## config.mk

```make
export PLATFORM = sky130hd
export DESIGN_NAME = count_arb_flat
export DESIGN_NICKNAME = d
export VERILOG_FILES = /design/src/rtl/count_arb_pkg.sv /design/src/rtl/count_arb_if.sv /design/src/rtl/count_core.sv /design/src/rtl/count_arb.sv /design/src/flat_wrapper.sv
export SDC_FILE = /design/constraint.sdc
export NUM_CORES = 1
export LEC_CHECK = 0
export CORE_UTILIZATION = 46
export CTS_CLUSTER_DIAMETER = 30
export DETAILED_ROUTE_END_ITERATION = 7
export GPL_TIMING_DRIVEN = 0
export PLACE_DENSITY_LB_ADDON = 0.2
export RECOVER_POWER = 25
export SKIP_CTS_REPAIR_TIMING = 1
export SLEW_MARGIN = 20
export SYNTH_ARGS = -nofsm -noshare
export SYNTH_HDL_FRONTEND = slang
export SYNTH_SLANG_ARGS = --single-unit
export TNS_END_PERCENT = 100
```

## constraint.sdc

```tcl
create_clock -name clk -period 1.6 [get_ports clk]
set_input_delay 0.24 -clock clk [delete_from_list [all_inputs] [get_ports clk]]
set_output_delay 0.24 -clock clk [all_outputs]
set_load 0.03 [all_outputs]
```

## src/rtl/count_arb_pkg.sv

```systemverilog
// count_arb_pkg: shared state encoding, counter width, clamp limit and limit clamp helper
package count_arb_pkg;
  typedef enum logic [1:0] {IDLE, RUN, DONE} state_t;
  localparam int CNT_W = 4;
  localparam logic [CNT_W-1:0] CNT_MAX = 4'd10;
  function automatic logic [CNT_W-1:0] clamp_lim(input logic [CNT_W-1:0] l);
    return l > CNT_MAX ? CNT_MAX : l;
  endfunction
endpackage

```

## src/rtl/count_arb_if.sv

```systemverilog
// count_arb_if: request/limit inputs and grant/Q/busy/done outputs of count_arb; pause exists only with COUNT_ARB_PAUSE_EN
interface count_arb_if;
  import count_arb_pkg::*;
  logic req0;
  logic req1;
  logic [CNT_W-1:0] lim0;
  logic [CNT_W-1:0] lim1;
  logic [1:0] grant;
  logic [CNT_W-1:0] Q;
  logic busy;
  logic done;
`ifdef COUNT_ARB_PAUSE_EN
  logic pause;
  modport master (output req0, req1, lim0, lim1, pause, input grant, Q, busy, done);
  modport slave (input req0, req1, lim0, lim1, pause, output grant, Q, busy, done);
`else
  modport master (output req0, req1, lim0, lim1, input grant, Q, busy, done);
  modport slave (input req0, req1, lim0, lim1, output grant, Q, busy, done);
`endif
endinterface

```

## src/rtl/count_core.sv

```systemverilog
// count_core: shared counter; clk, res_n (async active-low), clr (sync clear, wins), en (increment), q (count)
module count_core
  import count_arb_pkg::*;
(
  input  logic             clk,
  input  logic             res_n,
  input  logic             clr,
  input  logic             en,
  output logic [CNT_W-1:0] q
);
  always_ff @(posedge clk or negedge res_n)
    if (!res_n) q <= '0;
    else if (clr) q <= '0;
    else if (en) q <= q + 1'b1;
endmodule

```

## src/rtl/count_arb.sv

```systemverilog
// count_arb: two-requester round-robin arbiter owning one counter that runs to a clamped limit.
// Ports: clk, res_n (async active-low), bus (count_arb_if.slave: req0/1, lim0/1 in; grant, Q, busy, done out).
// Optional macro COUNT_ARB_PAUSE_EN adds bus.pause, which freezes a run in progress.
module count_arb
  import count_arb_pkg::*;
(
  input  logic       clk,
  input  logic       res_n,
  count_arb_if.slave bus
);
  state_t state, state_n;
  logic ptr;
  logic [1:0] grant_r;
  logic [CNT_W-1:0] lim_r, q;
  logic win, owner_req, abort, fin, pause_i, clr, en;
`ifdef COUNT_ARB_PAUSE_EN
  assign pause_i = bus.pause;
`else
  assign pause_i = 1'b0;
`endif
  // ptr names the requester favoured on a tie: 0 = req0, 1 = req1
  always_comb begin
    win = (bus.req0 & bus.req1) ? ptr : bus.req1;
    owner_req = grant_r[1] ? bus.req1 : bus.req0;
    abort = state == RUN && !owner_req;
    fin = state == RUN && owner_req && !pause_i && q == lim_r;
    state_n = state == IDLE ? ((bus.req0 | bus.req1) ? RUN : IDLE) :
              state == RUN  ? (abort ? IDLE : fin ? DONE : RUN) : IDLE;
  end
  always_ff @(posedge clk or negedge res_n)
    if (!res_n) begin
      state <= IDLE;
      ptr <= 1'b0;
      grant_r <= 2'b00;
      lim_r <= '0;
    end else begin
      state <= state_n;
      if (state == IDLE && state_n == RUN) begin
        grant_r <= win ? 2'b10 : 2'b01;
        lim_r <= clamp_lim(win ? bus.lim1 : bus.lim0);
      end else if (state == RUN && state_n != RUN) begin
        grant_r <= 2'b00;
        ptr <= ~grant_r[1];
      end
    end
  // Q clears outside RUN so the grant edge starts from 0 and the cycle after DONE shows 0
  always_comb begin
    clr = state != RUN || abort;
    en = state == RUN && owner_req && !pause_i && q != lim_r;
    bus.grant = grant_r;
    bus.Q = q;
    bus.busy = state == RUN;
    bus.done = state == DONE;
  end
  count_core u_core (.clk(clk), .res_n(res_n), .clr(clr), .en(en), .q(q));
endmodule
```

## src/flat_wrapper.sv

```systemverilog
// flat-port wrapper written by rule: the top's interface ports become plain ports
module count_arb_flat import count_arb_pkg::*;
  (clk, res_n, bus_req0, bus_req1, bus_lim0, bus_lim1, bus_grant, bus_Q, bus_busy, bus_done);
  count_arb_if bus_i ();
  input  logic clk;
  input  logic res_n;
  input wire logic [$bits(bus_i.req0)-1:0] bus_req0;
  input wire logic [$bits(bus_i.req1)-1:0] bus_req1;
  input wire logic [$bits(bus_i.lim0)-1:0] bus_lim0;
  input wire logic [$bits(bus_i.lim1)-1:0] bus_lim1;
  output wire logic [$bits(bus_i.grant)-1:0] bus_grant;
  output wire logic [$bits(bus_i.Q)-1:0] bus_Q;
  output wire logic [$bits(bus_i.busy)-1:0] bus_busy;
  output wire logic [$bits(bus_i.done)-1:0] bus_done;
  assign bus_i.req0 = bus_req0;
  assign bus_i.req1 = bus_req1;
  assign bus_i.lim0 = bus_lim0;
  assign bus_i.lim1 = bus_lim1;
  assign bus_grant = bus_i.grant;
  assign bus_Q = bus_i.Q;
  assign bus_busy = bus_i.busy;
  assign bus_done = bus_i.done;
  count_arb u_core (.clk(clk), .res_n(res_n), .bus(bus_i));
endmodule
```

# After elaboration in Yosys (flattened, before gate mapping)
# Cells that the tools add are included.
# classes
n_eq_ne	7
muxes	14
order_cmp	1
n_reduce_logical	12
n_addsub	1
bitwise	4
# op_table
op	count
$mux 4	4
$mux 2	7
$logic_and 1x1->1	6
$add 4x1->4 const B	1
$eq 2x1->1 const B	2
$eq 4x4->1	1
$gt 4x4->1 const B	1
$ne 2x1->1 const B	2
$ne 4x4->1	1
$reduce_bool 2->1	2
$mux 1	3
$eq 2x2->1 const B	1
$logic_not 2->1	1
$not 1->1	2
$reduce_and 2->1	1
$and 1x1->1	1
$logic_not 1->1	1
$logic_or 1x1->1	1
$or 1x1->1	1
# totals
out_inout_bits	8
inputBits	12
regBits	13
elab_cells	44

# Logic depth before layout (Yosys ltp)
# logic_depth
ltp_word	11
ltp_mapped	5
mapped_depth_nobuf	4

# Cells and area by module
# A second synthesis with hierarchy kept.
# hier_totals
hier_cells	78
hier_area_um2	759.5
# modules_own_cells
module	cells_each	seq_area_each_um2	area_each_um2	n_inst
count_arb	62	225.2	566.8	1
count_core	16	100.1	192.7	1

# Worst setup path before layout
# OpenSTA, ideal clock, no wires.
# synth_path
path_kind	reg2reg
startpoint	register u_core.u_core.q[2]
endpoint	register u_core.ptr
synth_period_minus_slack_ns	1.567
t_arrival_ns	1.426
setup_time_ns	0.141
slack_ns	0.033
required_time_ns	1.459
path_stages_with_launch	6
path_buffers	1
path_cell_list	dfrtp_1 -> xor2_1 -> nor4_2 -> buf_4 -> a2bb2oi_1 -> o21ai_0
# synth_via
elab_chain_cells	10
elab_cells_between_ends	12
classes_between	eq/ne: 3; mux: 4; bitwise: 1; reduce/logical: 4
# synth_lines
item	line	rtl
start: declaration	count_core.sv:9	output logic [CNT_W-1:0] q
start signal: assignment	count_core.sv:14	else if (en) q <= q + 1'b1;
$eq 4x4->1 (*)	count_arb.sv:26	fin = state == RUN && owner_req && !pause_i && q == lim_r;
$logic_and 1x1->1 (*)	count_arb.sv:26	
$mux 2 (*) (3 in series)	count_arb.sv:28	state == RUN ? (abort ? IDLE : fin ? DONE : RUN) : IDLE;
$mux 2 (*)	count_arb.sv:27	state_n = state == IDLE ? ((bus.req0 | bus.req1) ? RUN : IDLE) :
$eq 2x1->1	count_arb.sv:38	if (state == IDLE && state_n == RUN) begin
$logic_and 1x1->1	count_arb.sv:38	
$not 1->1 (no source line)	n/a	
$reduce_and 2->1 (no source line) (*)	n/a	
end signal: assignment	count_arb.sv:43	ptr <= ~grant_r[1];
end: declaration	count_arb.sv:12	logic ptr;
# Mark *: on every way between the ends. The rest lies on a longest branch, timed or not.
# A chain may end at the register's enable or synchronous reset.

# Worst setup path in the final report
# layout_path
startpoint	register u_core.u_core.q[0]
endpoint	register u_core.u_core.q[1]
# layout_via
elab_chain_cells	3
elab_cells_between_ends	6
classes_between	add/sub: 1; eq/ne: 1; mux: 2; reduce/logical: 2
# layout_lines
item	line
$add 4x1->4 or $ne 4x4->1 (tied branches)	count_core.sv:14, count_arb.sv:49
$mux 4 or $logic_and 1x1->1 (tied branches)	count_core.sv:14, count_arb.sv:49
$mux 4 or $reduce_bool 2->1 (tied branches)	n/a
# Several ways; a longest one is shown, not always the timed one. The select of a mux whose other input is x is not followed.

==> results.tsv <==
stage	metric	value	unit
yosys	sequential area share after synthesis	42.8	%
clocking	clk buf depth	2	
critical_path	critical path peak fanout	5	
critical_path	Worst R2R Setup Slack	20	ps
power_and_ir_drop	Pleak	0.543	nW
clocking	Clk Tree Root Cell	clkbuf_4	
timing	clk_skew	4.13	ps
power_and_ir_drop	PwrDens	1500	nW/µm²
global_routing	vias in the first global route	636	
yosys	Avg Cell Area, Syn	9.26	µm²
global_routing	grt total ovfl	0	
route	Vias/cell	5.54	
layout	diodes inserted	0	
critical_path	R2R Path Start	u_core.u_core.q[0]	
critical_path	arrival time worst endpoint	1750	ps
timing	Least-Margin Pin Slew	573	ps
critical_path	CP required	1760	ps
timing	worst hold slack	388	ps
placement	Port Buffer Count	19	
yosys	Ys Warns	0	
timing	Worst Setup Slack, final	15.1	ps
clocking	Worst-Skew Late Latency	280	ps
timing	max_slew headroom	61.6	%
global_routing	global-route wire length before repair	2.68	mm
floorplan	Die H	42.6	µm
critical_path	Max stage delay on crit path	440	ps
layout	# fillers	131	
critical_path	CP Launch Type	flop	
floorplan	CORE AREA	1520	µm²
clocking	CTS tree	built	
layout	nets@finish	121	
floorplan	Starting Density	49.8	%
run_status	status	complete, no violations	
layout	non-filler instance count after layout	123	
power_and_ir_drop	Total Power	1.55	mW
critical_path	Crit. Startpoint	u_core.u_core.q[0]	
timing	Min Clock Period, post-route	1580	ps
yosys	Distinct cells, synth	31	
global_routing	largest net degree at the start of global routing	14	
yosys	syn nets	95	
floorplan	Rows	14	
layout	commonest non-fill, non-tap cells in the layout	dfrtp_1, clkdlybuf4s50_1, nor2_1, dlymetal6s2s_1, nand3_1	
timing	f_max	631	MHz
global_routing	initial antenna violation count	0	
critical_path	crit-path cells	xor2_1, nor4_2, buf_4, mux2i_1, nor2_1	
timing	unrepaired setup endpoints after global routing	yes	
yosys	synth top area cells	dfrtp_1, xor2_1, o21ai_0	
yosys	mapped cell area	759	µm²
placement	Detailed Place HPWL	1.19	mm
clocking	total CTS buffers	3	
critical_path	critical path's slowest cell	dfrtp_2	
route	DRT iter0 DRCs	11	
route	ANT nets after route	0	
layout	commonest non-fill, non-tap cell in the layout	dfrtp_1	
floorplan	Die X	42.6	µm
placement	Inst Count DP	117	
timing	Final Hold Vio Count	0	
route	DRC	0	
route	DR vias	682	
floorplan	Ports	20	
layout	share of cells above drive strength 1	15.0	%
power_and_ir_drop	VDD IR max	0.925	mV
placement	Place WS	-162	ps
timing	final worst-path cycle share	99.1	%
yosys	Syn Inst Count	82	
floorplan	die area	1820	µm²
yosys	Yosys top cell by area	dfrtp_1	
route	DR pass1 iterations	2	
placement	placed cell area	970	µm²
layout	Area Overhead vs Synth	36.4	%
layout	Util after Layout	68.0	%
clocking	Worst-path clk slew	80	ps
timing	# setup viols final	0	
yosys	Yosys top cell area share	42.8	%
global_routing	Global Route Usage Sum	19.7	%
layout	Final Cell Area	1040	µm²
critical_path	critical path class	reg2reg	
flow_run	max-cap viol count	0	
timing	Pins Over Slew Limit	0	
clocking	clock sink total	13	
clocking	H-tree depth	1	
critical_path	Worst Setup End Kind	flop	
yosys	register bit total from synthesis	13	
route	DRT Wirelength	1.58	mm
worst_hold_path	Worst Hold Class	in2async	
timing	setup_tns	0	ps
route	WL per Instance	12.8	µm
placement	GPL Wtd Cong	0.736	
==> kinds of logic after synthesis <==
logic type,synth area share (%)
AO/OA/AOI/OAI,16.8
XOR/XNOR,5.77
adder cells (fa/ha/maj),1.65
buffers and inverters,3.95
flip-flops,42.8
multiplexers,3.95
AND/OR/NAND/NOR,25.0
==> synth_stat cells (all sizes together) <==
cell      n
nor4      1
a21boi    1
o21bai    1
xor2      5
nand2b    2
nand4     1
buf       2
nor2     10
clkbuf    1
nand4b    1
nand3     6
ha        1
or4b      1
o21a      1
inv       2
a21oi     5
a2bb2oi   1
a31oi     2
dfrtp    13
a211oi    1
or3       3
nand2     4
nand3b    1
mux2i     3
and2b     1
or2b      1
nor2b     2
o32a      1
o21ai     8
==> state kept, by name, summed over array words and instances (netlist names) <==
signal / cells
u_core.bus.grant: 2
u_core.lim_r: 4
u_core.state: 2
u_core.u_core.q: 4
u_core.ptr: 1
==> path summary, 6_finish.rpt <==
kind	cells after the start	to
max in group asynchronous	1	u_core.u_core.q[0]
min in group clk	1	u_core.lim_r[1]
min reg2reg	1	u_core.lim_r[1]
min	1	u_core.u_core.q[3]
max reg2reg	5	u_core.u_core.q[1]
max	5	u_core.u_core.q[1]
==> cell type report <==
type,instances,area (µm²),area share (%)
plain buffers,3,22.5,2.17
clock buffers,4,26.3,2.54
inverters,2,7.51,0.725
multi-input cells,64,418,40.3
flip-flops and latches,13,327,31.5
well taps,16,20.0,1.93
repair buffers,21,215,20.8
==> worst max-delay path: cells and delay by family, from the launching register on <==
kind	cells	cell delay, ps
muxes	1	200
buffers and inverters	1	230
and+or+nand+nor	2	420
xor gates and xnor gates	1	170
DFF	1	440
==> layer usage <==
metal / GRT usage, % / vias up / wire, µm
met4: 3.75 / 0 / 14
met5: 0 / - / 0
met2: 31.5 / 15 / 755
met3: 7.76 / 3 / 74
met1: 25.3 / 320 / 731
li1: - / 344 / -
==> report_power, final <==
group	switching [mW]	leakage (nW)	internal, mW
Sequential	0.131	0.159	0.452
Combinational	0.415	0.369	0.348
Clock	0.105	0.0150	0.0969
No activity file was read; power rests on OpenSTA's default activity.
